$ cat src/rtl/arp_req_gen_if.sv
// Miss-request handshake and AXI4-Stream master bundle for arp_req_gen.
// slave: the generator's view; master: the requester/sink (testbench) view.
interface arp_req_gen_if #(
  parameter int unsigned C_M_AXIS_DATA_WIDTH  = 256,
  parameter int unsigned C_M_AXIS_TUSER_WIDTH = 128
);
  logic                                miss_valid;
  logic                                miss_ready;
  logic [31:0]                         miss_ip;
  logic [7:0]                          miss_oq;
  logic [C_M_AXIS_DATA_WIDTH-1:0]      M_AXIS_TDATA;
  logic [C_M_AXIS_DATA_WIDTH/8-1:0]    M_AXIS_TSTRB;
  logic [C_M_AXIS_TUSER_WIDTH-1:0]     M_AXIS_TUSER;
  logic                                M_AXIS_TVALID;
  logic                                M_AXIS_TREADY;
  logic                                M_AXIS_TLAST;

  modport slave (
    input  miss_valid, miss_ip, miss_oq, M_AXIS_TREADY,
    output miss_ready, M_AXIS_TDATA, M_AXIS_TSTRB, M_AXIS_TUSER, M_AXIS_TVALID, M_AXIS_TLAST
  );

  modport master (
    output miss_valid, miss_ip, miss_oq, M_AXIS_TREADY,
    input  miss_ready, M_AXIS_TDATA, M_AXIS_TSTRB, M_AXIS_TUSER, M_AXIS_TVALID, M_AXIS_TLAST
  );
endinterface

$ cat src/rtl/arp_req_gen.sv
// Builds a two-beat 42-byte broadcast ARP request per accepted miss on a 256-bit stream.
// Optional duplicate suppression is enabled by defining ARP_REQ_DEDUP_EN.
module arp_req_gen #(
  parameter int unsigned C_M_AXIS_DATA_WIDTH  = 256,
  parameter int unsigned C_M_AXIS_TUSER_WIDTH = 128,
  parameter int unsigned SRC_PORT_POS         = 16,
  parameter int unsigned DST_PORT_POS         = 24,
  parameter int unsigned HOLDOFF_CYCLES       = 1024
) (
  input  logic        AXI_ACLK,
  input  logic        AXI_RESET,
  arp_req_gen_if.slave bus,
  input  logic [47:0] port_mac0,
  input  logic [47:0] port_mac1,
  input  logic [47:0] port_mac2,
  input  logic [47:0] port_mac3,
  input  logic [31:0] port_ip0,
  input  logic [31:0] port_ip1,
  input  logic [31:0] port_ip2,
  input  logic [31:0] port_ip3,
  output logic [31:0] req_sent_count,
  output logic [31:0] req_drop_count,
  output logic [31:0] req_dedup_count
);

  typedef enum logic [1:0] {StIdle, StBeat0, StBeat1} state_e;

  state_e      r_state, w_state_next;
  logic [31:0] r_miss_ip;
  logic [7:0]  r_miss_oq;
  logic [47:0] r_port_mac;
  logic [31:0] r_port_ip;
  logic [31:0] r_sent_cnt;
  logic [31:0] r_drop_cnt;

  logic        w_accept;
  logic        w_port_ok;
  logic        w_dup;
  logic        w_gen;
  logic        w_sent;
  logic [47:0] w_sel_mac;
  logic [31:0] w_sel_ip;

  // Only the four MAC ports (even one-hot bits) are legal destinations.
  always_comb begin
    w_sel_mac = '0;
    w_sel_ip  = '0;
    w_port_ok = 1'b0;
    case (bus.miss_oq)
      8'h01: begin w_sel_mac = port_mac0; w_sel_ip = port_ip0; w_port_ok = 1'b1; end
      8'h04: begin w_sel_mac = port_mac1; w_sel_ip = port_ip1; w_port_ok = 1'b1; end
      8'h10: begin w_sel_mac = port_mac2; w_sel_ip = port_ip2; w_port_ok = 1'b1; end
      8'h40: begin w_sel_mac = port_mac3; w_sel_ip = port_ip3; w_port_ok = 1'b1; end
      default: ;
    endcase
  end

  assign w_accept = bus.miss_valid & bus.miss_ready;
  assign w_gen    = w_accept & w_port_ok & ~w_dup;
  assign w_sent   = (r_state == StBeat1) & bus.M_AXIS_TREADY;

`ifdef ARP_REQ_DEDUP_EN
  localparam int unsigned HoWidth = $clog2(HOLDOFF_CYCLES + 1);

  logic [31:0]         r_last_ip;
  logic [HoWidth-1:0]  r_holdoff;
  logic [31:0]         r_dedup_cnt;

  assign w_dup           = (r_holdoff != '0) && (bus.miss_ip == r_last_ip);
  assign req_dedup_count = r_dedup_cnt;

  always_ff @(posedge AXI_ACLK) begin
    if (AXI_RESET) begin
      r_last_ip   <= '0;
      r_holdoff   <= '0;
      r_dedup_cnt <= '0;
    end else begin
      if (w_gen) begin
        r_last_ip <= bus.miss_ip;
        r_holdoff <= HoWidth'(HOLDOFF_CYCLES);
      end else if (r_holdoff != '0) begin
        r_holdoff <= r_holdoff - 1'b1;
      end
      if (w_accept && w_port_ok && w_dup) r_dedup_cnt <= r_dedup_cnt + 32'd1;
    end
  end
`else
  assign w_dup           = 1'b0;
  assign req_dedup_count = '0;
`endif

  always_ff @(posedge AXI_ACLK) begin
    if (AXI_RESET) begin
      r_state    <= StIdle;
      r_miss_ip  <= '0;
      r_miss_oq  <= '0;
      r_port_mac <= '0;
      r_port_ip  <= '0;
      r_sent_cnt <= '0;
      r_drop_cnt <= '0;
    end else begin
      r_state <= w_state_next;
      if (w_accept) begin
        r_miss_ip  <= bus.miss_ip;
        r_miss_oq  <= bus.miss_oq;
        r_port_mac <= w_sel_mac;
        r_port_ip  <= w_sel_ip;
      end
      if (w_accept && !w_port_ok) r_drop_cnt <= r_drop_cnt + 32'd1;
      if (w_sent)                 r_sent_cnt <= r_sent_cnt + 32'd1;
    end
  end

  assign req_sent_count = r_sent_cnt;
  assign req_drop_count = r_drop_cnt;

  logic [255:0]                      w_beat0;
  logic [255:0]                      w_beat1;
  logic [C_M_AXIS_TUSER_WIDTH-1:0]   w_tuser;

  // Beat 0: Ethernet header plus ARP header up to SPA; beat 1: THA (zero) and TPA.
  assign w_beat0 = {48'hFFFF_FFFF_FFFF, r_port_mac, 16'h0806,
                    16'h0001, 16'h0800, 8'h06, 8'h04, 16'h0001,
                    r_port_mac, r_port_ip};
  assign w_beat1 = {48'h0, r_miss_ip, 176'h0};

  always_comb begin
    w_tuser                          = '0;
    w_tuser[15:0]                    = 16'd42;
    w_tuser[SRC_PORT_POS +: 8]       = 8'h00;
    w_tuser[DST_PORT_POS +: 8]       = r_miss_oq;
  end

  always_comb begin
    w_state_next      = r_state;
    bus.miss_ready    = 1'b0;
    bus.M_AXIS_TVALID = 1'b0;
    bus.M_AXIS_TLAST  = 1'b0;
    bus.M_AXIS_TDATA  = '0;
    bus.M_AXIS_TSTRB  = '0;
    bus.M_AXIS_TUSER  = '0;
    unique case (r_state)
      StIdle: begin
        bus.miss_ready = ~AXI_RESET;
        if (w_gen) w_state_next = StBeat0;
      end
      StBeat0: begin
        bus.M_AXIS_TVALID = 1'b1;
        bus.M_AXIS_TDATA  = w_beat0;
        bus.M_AXIS_TSTRB  = 32'hFFFF_FFFF;
        bus.M_AXIS_TUSER  = w_tuser;
        if (bus.M_AXIS_TREADY) w_state_next = StBeat1;
      end
      StBeat1: begin
        bus.M_AXIS_TVALID = 1'b1;
        bus.M_AXIS_TLAST  = 1'b1;
        bus.M_AXIS_TDATA  = w_beat1;
        bus.M_AXIS_TSTRB  = 32'hFFC0_0000;
        bus.M_AXIS_TUSER  = w_tuser;
        if (bus.M_AXIS_TREADY) w_state_next = StIdle;
      end
      default: w_state_next = StIdle;
    endcase
  end

endmodule

$ cat src/flat_wrapper.sv
// flat-port wrapper written by rule: the top's interface ports become plain ports
module arp_req_gen_flat 
#(
  parameter int unsigned C_M_AXIS_DATA_WIDTH  = 256,
  parameter int unsigned C_M_AXIS_TUSER_WIDTH = 128,
  parameter int unsigned SRC_PORT_POS         = 16,
  parameter int unsigned DST_PORT_POS         = 24,
  parameter int unsigned HOLDOFF_CYCLES       = 1024
)
  (AXI_ACLK, AXI_RESET, port_mac0, port_mac1, port_mac2, port_mac3, port_ip0, port_ip1, port_ip2, port_ip3, req_sent_count, req_drop_count, req_dedup_count, bus_miss_valid, bus_miss_ip, bus_miss_oq, bus_M_AXIS_TREADY, bus_miss_ready, bus_M_AXIS_TDATA, bus_M_AXIS_TSTRB, bus_M_AXIS_TUSER, bus_M_AXIS_TVALID, bus_M_AXIS_TLAST);
  arp_req_gen_if #(.C_M_AXIS_DATA_WIDTH(C_M_AXIS_DATA_WIDTH), .C_M_AXIS_TUSER_WIDTH(C_M_AXIS_TUSER_WIDTH)) bus_i ();
  input  logic AXI_ACLK;
  input  logic AXI_RESET;
  input  logic [47:0] port_mac0;
  input  logic [47:0] port_mac1;
  input  logic [47:0] port_mac2;
  input  logic [47:0] port_mac3;
  input  logic [31:0] port_ip0;
  input  logic [31:0] port_ip1;
  input  logic [31:0] port_ip2;
  input  logic [31:0] port_ip3;
  output logic [31:0] req_sent_count;
  output logic [31:0] req_drop_count;
  output logic [31:0] req_dedup_count;
  input wire logic [$bits(bus_i.miss_valid)-1:0] bus_miss_valid;
  input wire logic [$bits(bus_i.miss_ip)-1:0] bus_miss_ip;
  input wire logic [$bits(bus_i.miss_oq)-1:0] bus_miss_oq;
  input wire logic [$bits(bus_i.M_AXIS_TREADY)-1:0] bus_M_AXIS_TREADY;
  output wire logic [$bits(bus_i.miss_ready)-1:0] bus_miss_ready;
  output wire logic [$bits(bus_i.M_AXIS_TDATA)-1:0] bus_M_AXIS_TDATA;
  output wire logic [$bits(bus_i.M_AXIS_TSTRB)-1:0] bus_M_AXIS_TSTRB;
  output wire logic [$bits(bus_i.M_AXIS_TUSER)-1:0] bus_M_AXIS_TUSER;
  output wire logic [$bits(bus_i.M_AXIS_TVALID)-1:0] bus_M_AXIS_TVALID;
  output wire logic [$bits(bus_i.M_AXIS_TLAST)-1:0] bus_M_AXIS_TLAST;
  assign bus_i.miss_valid = bus_miss_valid;
  assign bus_i.miss_ip = bus_miss_ip;
  assign bus_i.miss_oq = bus_miss_oq;
  assign bus_i.M_AXIS_TREADY = bus_M_AXIS_TREADY;
  assign bus_miss_ready = bus_i.miss_ready;
  assign bus_M_AXIS_TDATA = bus_i.M_AXIS_TDATA;
  assign bus_M_AXIS_TSTRB = bus_i.M_AXIS_TSTRB;
  assign bus_M_AXIS_TUSER = bus_i.M_AXIS_TUSER;
  assign bus_M_AXIS_TVALID = bus_i.M_AXIS_TVALID;
  assign bus_M_AXIS_TLAST = bus_i.M_AXIS_TLAST;
  arp_req_gen #(.C_M_AXIS_DATA_WIDTH(C_M_AXIS_DATA_WIDTH), .C_M_AXIS_TUSER_WIDTH(C_M_AXIS_TUSER_WIDTH), .SRC_PORT_POS(SRC_PORT_POS), .DST_PORT_POS(DST_PORT_POS), .HOLDOFF_CYCLES(HOLDOFF_CYCLES)) u_core (.AXI_ACLK(AXI_ACLK), .AXI_RESET(AXI_RESET), .bus(bus_i), .port_mac0(port_mac0), .port_mac1(port_mac1), .port_mac2(port_mac2), .port_mac3(port_mac3), .port_ip0(port_ip0), .port_ip1(port_ip1), .port_ip2(port_ip2), .port_ip3(port_ip3), .req_sent_count(req_sent_count), .req_drop_count(req_drop_count), .req_dedup_count(req_dedup_count));
endmodule
$ cat config.mk
export PLATFORM = sky130hd
export DESIGN_NAME = arp_req_gen_flat
export DESIGN_NICKNAME = d
export VERILOG_FILES = /design/src/rtl/arp_req_gen_if.sv /design/src/rtl/arp_req_gen.sv /design/src/flat_wrapper.sv
export SDC_FILE = /design/constraint.sdc
export NUM_CORES = 1
export LEC_CHECK = 0
export BUFFER_PORTS_ARGS = -buffer_cell sky130_fd_sc_hd__clkbuf_2
export CORE_AREA = 5 5 337 339
export CTS_CLUSTER_DIAMETER = 80
export DETAILED_ROUTE_END_ITERATION = 8
export DIE_AREA = 0 0 342 344
export GPL_TIMING_DRIVEN = 1
export HOLD_SLACK_MARGIN = 0.1
export PLACE_DENSITY = 0.3
export SLEW_MARGIN = 20
export SYNTH_ARGS = -nofsm -noshare
export SYNTH_HDL_FRONTEND = slang
export SYNTH_SLANG_ARGS = --single-unit
$ cat constraint.sdc
create_clock -name AXI_ACLK -period 3.8 [get_ports AXI_ACLK]
set_input_delay 0.76 -clock AXI_ACLK [delete_from_list [all_inputs] [get_ports AXI_ACLK]]
set_output_delay 0.76 -clock AXI_ACLK [all_outputs]
set_load 0.01 [all_outputs]
==> reports/qor.yml, run 1 <==
route:
  drt-wirelength-per-cell_um: 21.1
  post-route-drc-count: 0
  drt_iter0_drc: 600
  viasPerCell: 3.54
  drt.antenna.violating_nets: 0
  drtPass1Iterations: 5
  via_count: 12400
  totalWireLength_mm: 73.7
critical_path:
  startpoint_type: "flop"
  worstPathCellList: "inv_1, ha_4, buf_4, and3_1, clkbuf_2"
  crit_required_ns: 3.04
  path_max_fanout: 39
  r2r_cells: 7
  crit_slowest_cell: "ha_4"
  end_kind: "output pin"
  cp.arrival_ns: 2.63
  rrSetupSlack_ns: 1.08
  r2r-end: "u_core.req_sent_count[19]"
  worst-path-buf-inv: 3
  r2r_start: "u_core.r_state[0]"
  criticalPathCategory: "flop to output pin"
  crit_family: "buffers and inverters"
  max_stage_delay_ns: 0.66
place:
  hpwl_mm: 58.1
  place_ws_ns: 0.659
  portBuffers: 658
  routabilityCongestion: 0.754
  place_area_um2: 15900
yosys:
  syn_inst: 1511
  yosysWarnings: 0
  ys_seq_area_frac: 0.298
  synth_edf_count: 0
  ys.flop_type: "dfxtp_1"
  syn_avg_cell_area_um2: 8.26
  async_flop_share: 0
  synth_seq_cells: 186
  syn-cell-area_um2: 12500
  synth_cell_types: 50
cells_and_area:
  layout-drive-gt1-share: 0.376
  fin_nets: 2359
  area_delta_synth_final_pct: 32.4
  layout_common_cells: "657 x clkbuf_2, 220 x conb_1, 186 x dfxtp_1, 158 x a22oi_1, 102 x nand2_1"
  layout_commonest_cell: "clkbuf_2"
  finalInstanceArea_um2: 16500
die:
  die_h_um: 344
  dieArea_um2: 118000
  die_x_um: 342
  core.rowCount: 122
  start_util: 0.113
  io_pins: 879
  core-area_um2: 110000
global_routing:
  grt_use_total: 0.117
  antenna_found_initial: 23
  grt.overflow.total: 0
  grt_pass1_vias: 12300
  grt_first_pass_wirelength_mm: 97.7
  grt_max_degree: 81
clocking:
  cts_root_buffer: "clkbuf_16"
  post_cts_resized: 0
  cts_tree: "done"
  clk_pin_slew_ns: 0.09
  hold_buffers: 0
  cts_buffers: 17
  htree_levels: 4
  cts_sinks: 186
  cts_setup_buffers: 0
  clock_path_buffers: 2
  clock_latency_ns: 0.51
timing:
  rsz0062_at_grt: "false"
  period_share: 0.893
  maxSlewViolCount: 0
  tightest_slew_ns: 1.15
  worst_slack_ns: 0.405
  slew_headroom: 0.233
  fin_crit_ns: 3.39
  fmax_mhz: 295
  hold_violations: 0
  setup_viol: 0
  finalSetupTns_ns: 0
  finClkSkew_ns: 0.0168
power:
  power.density_nw_per_um2: 330
  power_mw: 5.45
  power_leakage_nw: 7.92
  peakVddDrop_mv: 0.373
flow_run:
  max_cap_violations: 0
hold_path:
  whs_endpoint: "u_core.r_miss_ip[26]"
  hp-class: "primary input to flop"
  worstHoldPathCells: 3
  worst_hold_startpoint: "bus_miss_ip[26]"
status:
  status: "finished, final reports clean"
## cell usage after synthesis, types with 3 or more instances
library cell / n / share of area
buf_4: 328 / 0.20
dfxtp_1: 186 / 0.30
a22oi_1: 158 / 0.095
nand2_1: 102 / 0.031
clkbuf_1: 100 / 0.030
and3_1: 85 / 0.043
a22o_1: 80 / 0.056
o22ai_1: 79 / 0.040
nor2_1: 60 / 0.018
nand3b_1: 43 / 0.026
a21o_1: 33 / 0.020
xnor2_1: 32 / 0.022
nand3_1: 21 / 0.0084
a21oi_1: 19 / 0.0076
xor2_1: 16 / 0.011
nand4_1: 13 / 0.0065
and2_1: 12 / 0.0060
buf_2: 12 / 0.0048
inv_1: 12 / 0.0036
o21ai_0: 12 / 0.0048
or3_1: 11 / 0.0055
and4_1: 10 / 0.0070
nor3_1: 10 / 0.0040
nor4_1: 10 / 0.0050
buf_1: 9 / 0.0027
ha_1: 7 / 0.0070
nor2b_1: 7 / 0.0035
o2111ai_1: 5 / 0.0035
a2111oi_2: 4 / 0.0048
buf_6: 4 / 0.0036
a2111oi_0: 3 / 0.0021
a211oi_1: 3 / 0.0018
mux2_2: 3 / 0.0027
mux2i_1: 3 / 0.0024
## stage by stage
step / std cells / hold WS [ns] / utilization
2_1_floorplan: 1730 / 0.434 / -
4_1_cts: 3489 / 0.352 / 0.150
6_report: 3492 / 0.429 / 0.150
3_3_place_gp: 3457 / 0.460 / 0.145
3_5_place_dp: 3457 / 0.456 / 0.145
5_1_grt: 3490 / 0.375 / 0.150
## worst min-delay path, stage by stage
cell and delay [ns]:
clkbuf_2 0.08, nand2_1 0.04, nand2_1 0.04
## worst max-delay path by stage
stage	start	to	slack [ns]	cells after the start
after floorplan	u_core.r_state[1]	bus_M_AXIS_TDATA[105]	0.86	3
after global placement	bus_miss_oq[7]	u_core.r_port_mac[42]	0.63	6
after detailed placement	bus_miss_oq[7]	u_core.r_port_mac[35]	0.66	6
after CTS	u_core.r_state[0]	bus_M_AXIS_TDATA[197]	0.25	6
after global routing	u_core.r_state[0]	bus_M_AXIS_TDATA[182]	0.15	6
final	u_core.r_state[0]	bus_M_AXIS_TDATA[35]	0.41	5
## report_power, final
part	leakage (nW)	internal [mW]	total, mW	switching (mW)
logic	6.12	0.456	1.37	0.911
clock network	0.294	0.946	2.05	1.10
registers	1.51	2.00	2.03	0.0340
total	7.92	3.40	5.45	2.04
## per-layer routing
metal,part of all wire,track usage,up-vias
li1,-,-,5878
met1,0.44,0.153,5880
met2,0.47,0.189,524
met3,0.069,0.0344,62
met4,0.016,0.0269,12
met5,0.0012,0,-
## flip-flops by register name, summed over array words and instances, names as in the netlist
name                   count
u_core.req_sent_count     32
u_core.r_state             2
u_core.r_miss_ip          32
u_core.r_miss_oq           8
u_core.req_drop_count     32
u_core.r_port_mac         48
u_core.r_port_ip          32
## logic make-up (layout without fill, tap and decap cells)
group,count (synthesis),after routing,synth area share
buffers and inverters,466,737,0.243
AO/OA/AOI/OAI,404,404,0.241
AND/OR/NAND/NOR,393,393,0.172
flip-flops,186,186,0.298
XOR/XNOR,48,48,0.0337
adder cells (fa/ha/maj),7,7,0.00702
multiplexers,6,6,0.00511
other,1,223,0.000301
## area by class of cell
type                       instances  area [µm²]
antenna                            3        7.51
clock buffer                      17         425
clock inverter                    15         179
fill                           12700       93500
inverter                          12        45.0
multi-input combinational       1078        6640
sequential                       186        3720
tap                             1488        1860
timing repair buffer             693        3630
Note: power is estimated with default switching activity, not from simulation.
==> run 2, diff against run 1 <==
Settings changed: CORE_AREA 5 5 337 339 to 5 5 343 345, CTS_BUF_LIST set to sky130_fd_sc_hd__clkbuf_4, DIE_AREA 0 0 342 344 to 0 0 348 350.
==> reports/qor.yml, run 2 (synthesized netlist as in run 1, its figures left out) <==
global_routing:
  grt_first_pass_wirelength_mm: 104
  grt_max_degree: 81
  grt_use_met1: 0.158
  grt_use_met2: 0.198
  use_met3: 0.0347
  grt_use_total: 0.120
  grt.overflow.total: 0
  grt_pass1_vias: 12500
  antenna_found_initial: 39
  grt-busiest-layer: "met2"
route:
  drt.antenna.violating_nets: 0
  drt-wirelength-per-cell_um: 21.9
  drtPass1Iterations: 4
  viasPerCell: 3.55
  post-route-drc-count: 0
  via_count: 12700
  drt_iter0_drc: 661
  totalWireLength_mm: 78.3
clocking:
  cts_root_buffer: "clkbuf_4"
  clock_path_buffers: 2
  cts_sinks: 186
  htree_levels: 4
  clock_latency_ns: 0.84
  cts_tree: "done"
  cts_buffers: 17
  clk_pin_slew_ns: 0.25
die:
  start_util: 0.110
  die_x_um: 348
  die_h_um: 350
  io_pins: 879
  dieArea_um2: 122000
  core.rowCount: 124
  core-area_um2: 114000
timing:
  hold_violations: 0
  fmax_mhz: 283
  slew_headroom: 0.272
  hold_ws_ns: 0.262
  tightest_slew_ns: 1.09
  setup_viol: 0
  period_share: 0.930
  worst_slack_ns: 0.267
  finClkSkew_ns: 0.0538
  fin_crit_ns: 3.53
  maxSlewViolCount: 0
hold_path:
  hp-class: "primary input to flop"
  worstHoldPathCells: 3
critical_path:
  cp.arrival_ns: 2.77
  worstPathCellList: "inv_1, ha_4, buf_12, buf_16, and3_1, a21o_1, clkbuf_2"
  r2r_cells: 7
  crit_required_ns: 3.04
  crit_slowest_cell: "dfxtp_1"
  end_kind: "output pin"
  criticalPathCategory: "flop to output pin"
  path_max_fanout: 25
  startpoint_type: "flop"
  max_stage_delay_ns: 0.41
cells_and_area:
  fin_nets: 2410
  layout_common_cells: "657 x clkbuf_2, 220 x conb_1, 185 x dfxtp_1, 158 x a22oi_1, 102 x nand2_1"
  nFillCells: 13200
  layout_commonest_cell: "clkbuf_2"
  regMostFlops: "u_core.r_port_mac"
  area_delta_synth_final_pct: 35.6
  finalInstanceArea_um2: 16900
  fin_util: 0.149
  layout-drive-gt1-share: 0.378
  largest_reg_flops: 48
power:
  power_leakage_nw: 8.04
  peakVddDrop_mv: 0.213
  power.density_nw_per_um2: 292
  power_mw: 4.94
place:
  hpwl_mm: 60.1
  routabilityCongestion: 0.748
  place_ws_ns: 0.691
  place_area_um2: 16000
  portBuffers: 658
flow_run:
  max_cap_violations: 0
status:
  status: "finished, final reports clean"
run 2: per-layer routing:
layer,vias up,wire (µm),share of wire
met5,-,87,0.0011
met4,12,907,0.012
met3,60,5210,0.067
met2,563,37100,0.47
met1,6076,35000,0.45
li1,5995,-,-
run 2: repair_timing:
item,4_1_cts,5_1_grt
pin swaps,2,0
cloned,3,0
hold buffers,38,0
buffers inserted,6,0
endpoints found under the hold margin,38,0
setup endpoints to repair,77,17
gates resized for setup,10,3
run 2: layout make-up:
class / count / area [µm²] / share of cell area
antenna: 18 / 45.0 / 0.00266
sequential: 186 / 3720 / 0.220
multi-input combinational: 1079 / 6670 / 0.394
inverter: 12 / 45.0 / 0.00266
clock inverter: 14 / 153 / 0.00902
clock buffer: 18 / 135 / 0.00798
timing repair buffer: 743 / 4260 / 0.252
tap: 1512 / 1890 / 0.112
run 2: final timing paths:
path / start / endpoint / slack, ns
worst max-delay path: u_core.r_state[1] / bus_M_AXIS_TDATA[196] / 0.27
worst min-delay path: bus_miss_oq[7] / u_core.r_miss_oq[7] / 0.26
worst max register to register: u_core.r_state[0] / u_core.req_sent_count[26] / 1.10
worst min register to register: u_core.r_miss_ip[18] / u_core.r_miss_ip[18] / 0.49
run 2: per-stage QoR:
| step | setup TNS [ns] | cells |
|---|---|---|
| floorplan | 0 | 1730 |
| global placement | 0 | 3485 |
| detailed placement | 0 | 3485 |
| CTS | 0 | 3564 |
| global route | -0.0195 | 3574 |
| finish | 0 | 3582 |
run 2: worst max-delay path, delay by kind of cell, from the launching register on:
kind,cells,cell delay (ns)
and+or+nand+nor,1,0.41
AOI/OAI and AO/OA,1,0.13
buffers and inverters,4,0.61
DFF,1,0.41
adders and majority gates,1,0.35
run 2: power breakdown:
| group | leakage (nW) | switching [mW] | total (mW) | internal, mW |
|---|---|---|---|---|
| sequential | 1.51 | 0.0349 | 2.04 | 2.01 |
| clock | 0.150 | 1.06 | 1.37 | 0.310 |
| combinational | 6.39 | 0.964 | 1.53 | 0.568 |
==> run 3, diff against run 2 <==
Settings changed: CORE_AREA 5 5 343 345 to 5 5 339 341, DIE_AREA 0 0 348 350 to 0 0 344 346, PLACE_DENSITY 0.3 to 0.31.
Clock period 3.8 ns to 3 ns, I/O delays scaled along.
==> reports/qor.yml, run 3 (synthesized netlist as in run 1, its figures left out) <==
status:
  status: "finished, violations left"
  violations: "setup timing"
timing:
  slew_headroom: 0.384
  maxSlewViolCount: 0
  fmax_mhz: 328
  fin_crit_ns: 3.05
  worst_slack_ns: -0.0508
  rsz0062_at_grt: "true"
  period_share: 1.02
  tightest_slew_ns: 0.924
  finClkSkew_ns: 0.0256
  finalSetupTns_ns: -0.124
  hold_violations: 0
  setup_viol: 8
cells_and_area:
  seqCellArea_um2: 3730
  multi_input_area_um2: 6950
  regMostFlops: "u_core.r_port_mac"
  layout-drive-gt1-share: 0.396
  area_delta_synth_final_pct: 59.3
  layout_commonest_cell: "clkbuf_2"
  nFillCells: 12700
  layout_common_cells: "545 x clkbuf_2, 220 x conb_1, 184 x dfxtp_1, 166 x dlygate4sd3_1, 158 x a22oi_1"
  finalInstanceArea_um2: 19900
  largest_reg_flops: 48
  fin_nets: 2599
clocking:
  cts_root_buffer: "clkbuf_4"
  clock_path_buffers: 2
  htree_levels: 4
  cts_sinks: 186
  clock_latency_ns: 0.80
  clk_pin_slew_ns: 0.20
  cts_tree: "done"
  cts_buffers: 17
hold_path:
  hp-class: "primary input to flop"
global_routing:
  grt_first_pass_wirelength_mm: 102
  grt.overflow.total: 0
  grt_pass1_vias: 13100
  grt_use_total: 0.121
  antenna_found_initial: 23
  grt_max_degree: 63
place:
  portBuffers: 658
  place_area_um2: 16300
  routabilityCongestion: 0.783
  hpwl_mm: 60.4
route:
  drtPass1Iterations: 5
  drt.antenna.violating_nets: 0
  drt-wirelength-per-cell_um: 20.8
  post-route-drc-count: 0
  via_count: 13600
  totalWireLength_mm: 78.2
  drt_iter0_drc: 833
  viasPerCell: 3.61
die:
  die_x_um: 344
  die_h_um: 346
  core-area_um2: 112000
  io_pins: 879
  dieArea_um2: 119000
  core.rowCount: 123
  start_util: 0.112
critical_path:
  criticalPathCategory: "flop to output pin"
  path_max_fanout: 6
  cp.arrival_ns: 2.45
  crit_required_ns: 2.40
  startpoint_type: "flop"
  end_kind: "output pin"
power:
  peakVddDrop_mv: 0.264
  power.density_nw_per_um2: 331
  power_leakage_nw: 9.07
flow_run:
  max_cap_violations: 0
==> run 3: path summary, 6_finish.rpt <==
check	startpoint	endpoint	slack, ns	cells past startpoint
worst max-delay path	u_core.r_state[0]	bus_M_AXIS_TDATA[192]	-0.05	8
worst min-delay path	port_mac0[1]	u_core.r_port_mac[1]	0.27	4
worst min register to register	u_core.r_miss_oq[1]	u_core.r_miss_oq[1]	0.49	2
worst max register to register	u_core.r_state[0]	u_core.req_sent_count[31]	0.72	11
==> run 3: per-layer routing <==
metal,vias to the layer above,global-route usage,share of wire
met2,613,0.200,0.47
li1,6381,-,-
met4,10,0.0224,0.0096
met3,46,0.0363,0.080
met1,6512,0.158,0.44
met5,-,0,0.00088
==> run 3: metrics by stage <==
stage | hold WS [ns] | instances | power (mW) | util | worst slack (ns)
final | 0.265 | 3758 | 6.59 | 0.178 | -0.0508
after detailed placement | 0.457 | 3503 | 4.43 | 0.146 | 0.252
after global placement | 0.458 | 3503 | 4.44 | 0.146 | 0.287
after global routing | 0.130 | 3747 | 7.02 | 0.178 | -0.245
after floorplan | 0.434 | 1730 | 4.02 | - | 0.224
after CTS | 0.100 | 3723 | 6.59 | 0.171 | -0.207
==> run 3: area by class of cell <==
class	instances	area share
timing repair buffer	933	0.350
multi-input combinational	1078	0.350
sequential	186	0.188
tap	1500	0.0944
clock inverter	14	0.00693
clock buffer	18	0.00680
inverter	12	0.00252
antenna	17	0.00214
==> run 3: what timing repair did <==
| action | in CTS | in global routing |
|---|---|---|
| gates cloned | 6 | 5 |
| pin swaps | 19 | 17 |
| hold buffers | 166 | 0 |
| endpoints found under the setup margin | 214 | 187 |
| gates resized for setup | 111 | 226 |
| endpoints found under the hold margin | 119 | 0 |
| buffers inserted | 16 | 19 |
==> run 3: where the power goes <==
| group | total [mW] | switching [mW] | internal (mW) |
|---|---|---|---|
| registers | 2.60 | 0.0558 | 2.54 |
| clock network | 1.62 | 1.18 | 0.439 |
| logic | 2.37 | 1.34 | 1.03 |
==> run 3: critical path, stage by stage, from the launching register on <==
cell and delay [ns]:
dfxtp_4 0.41, inv_4 0.04, ha_4 0.25, buf_12 0.14, buf_16 0.14, buf_6 0.13, and3_4 0.17, a21o_1 0.18
clkbuf_8 0.16
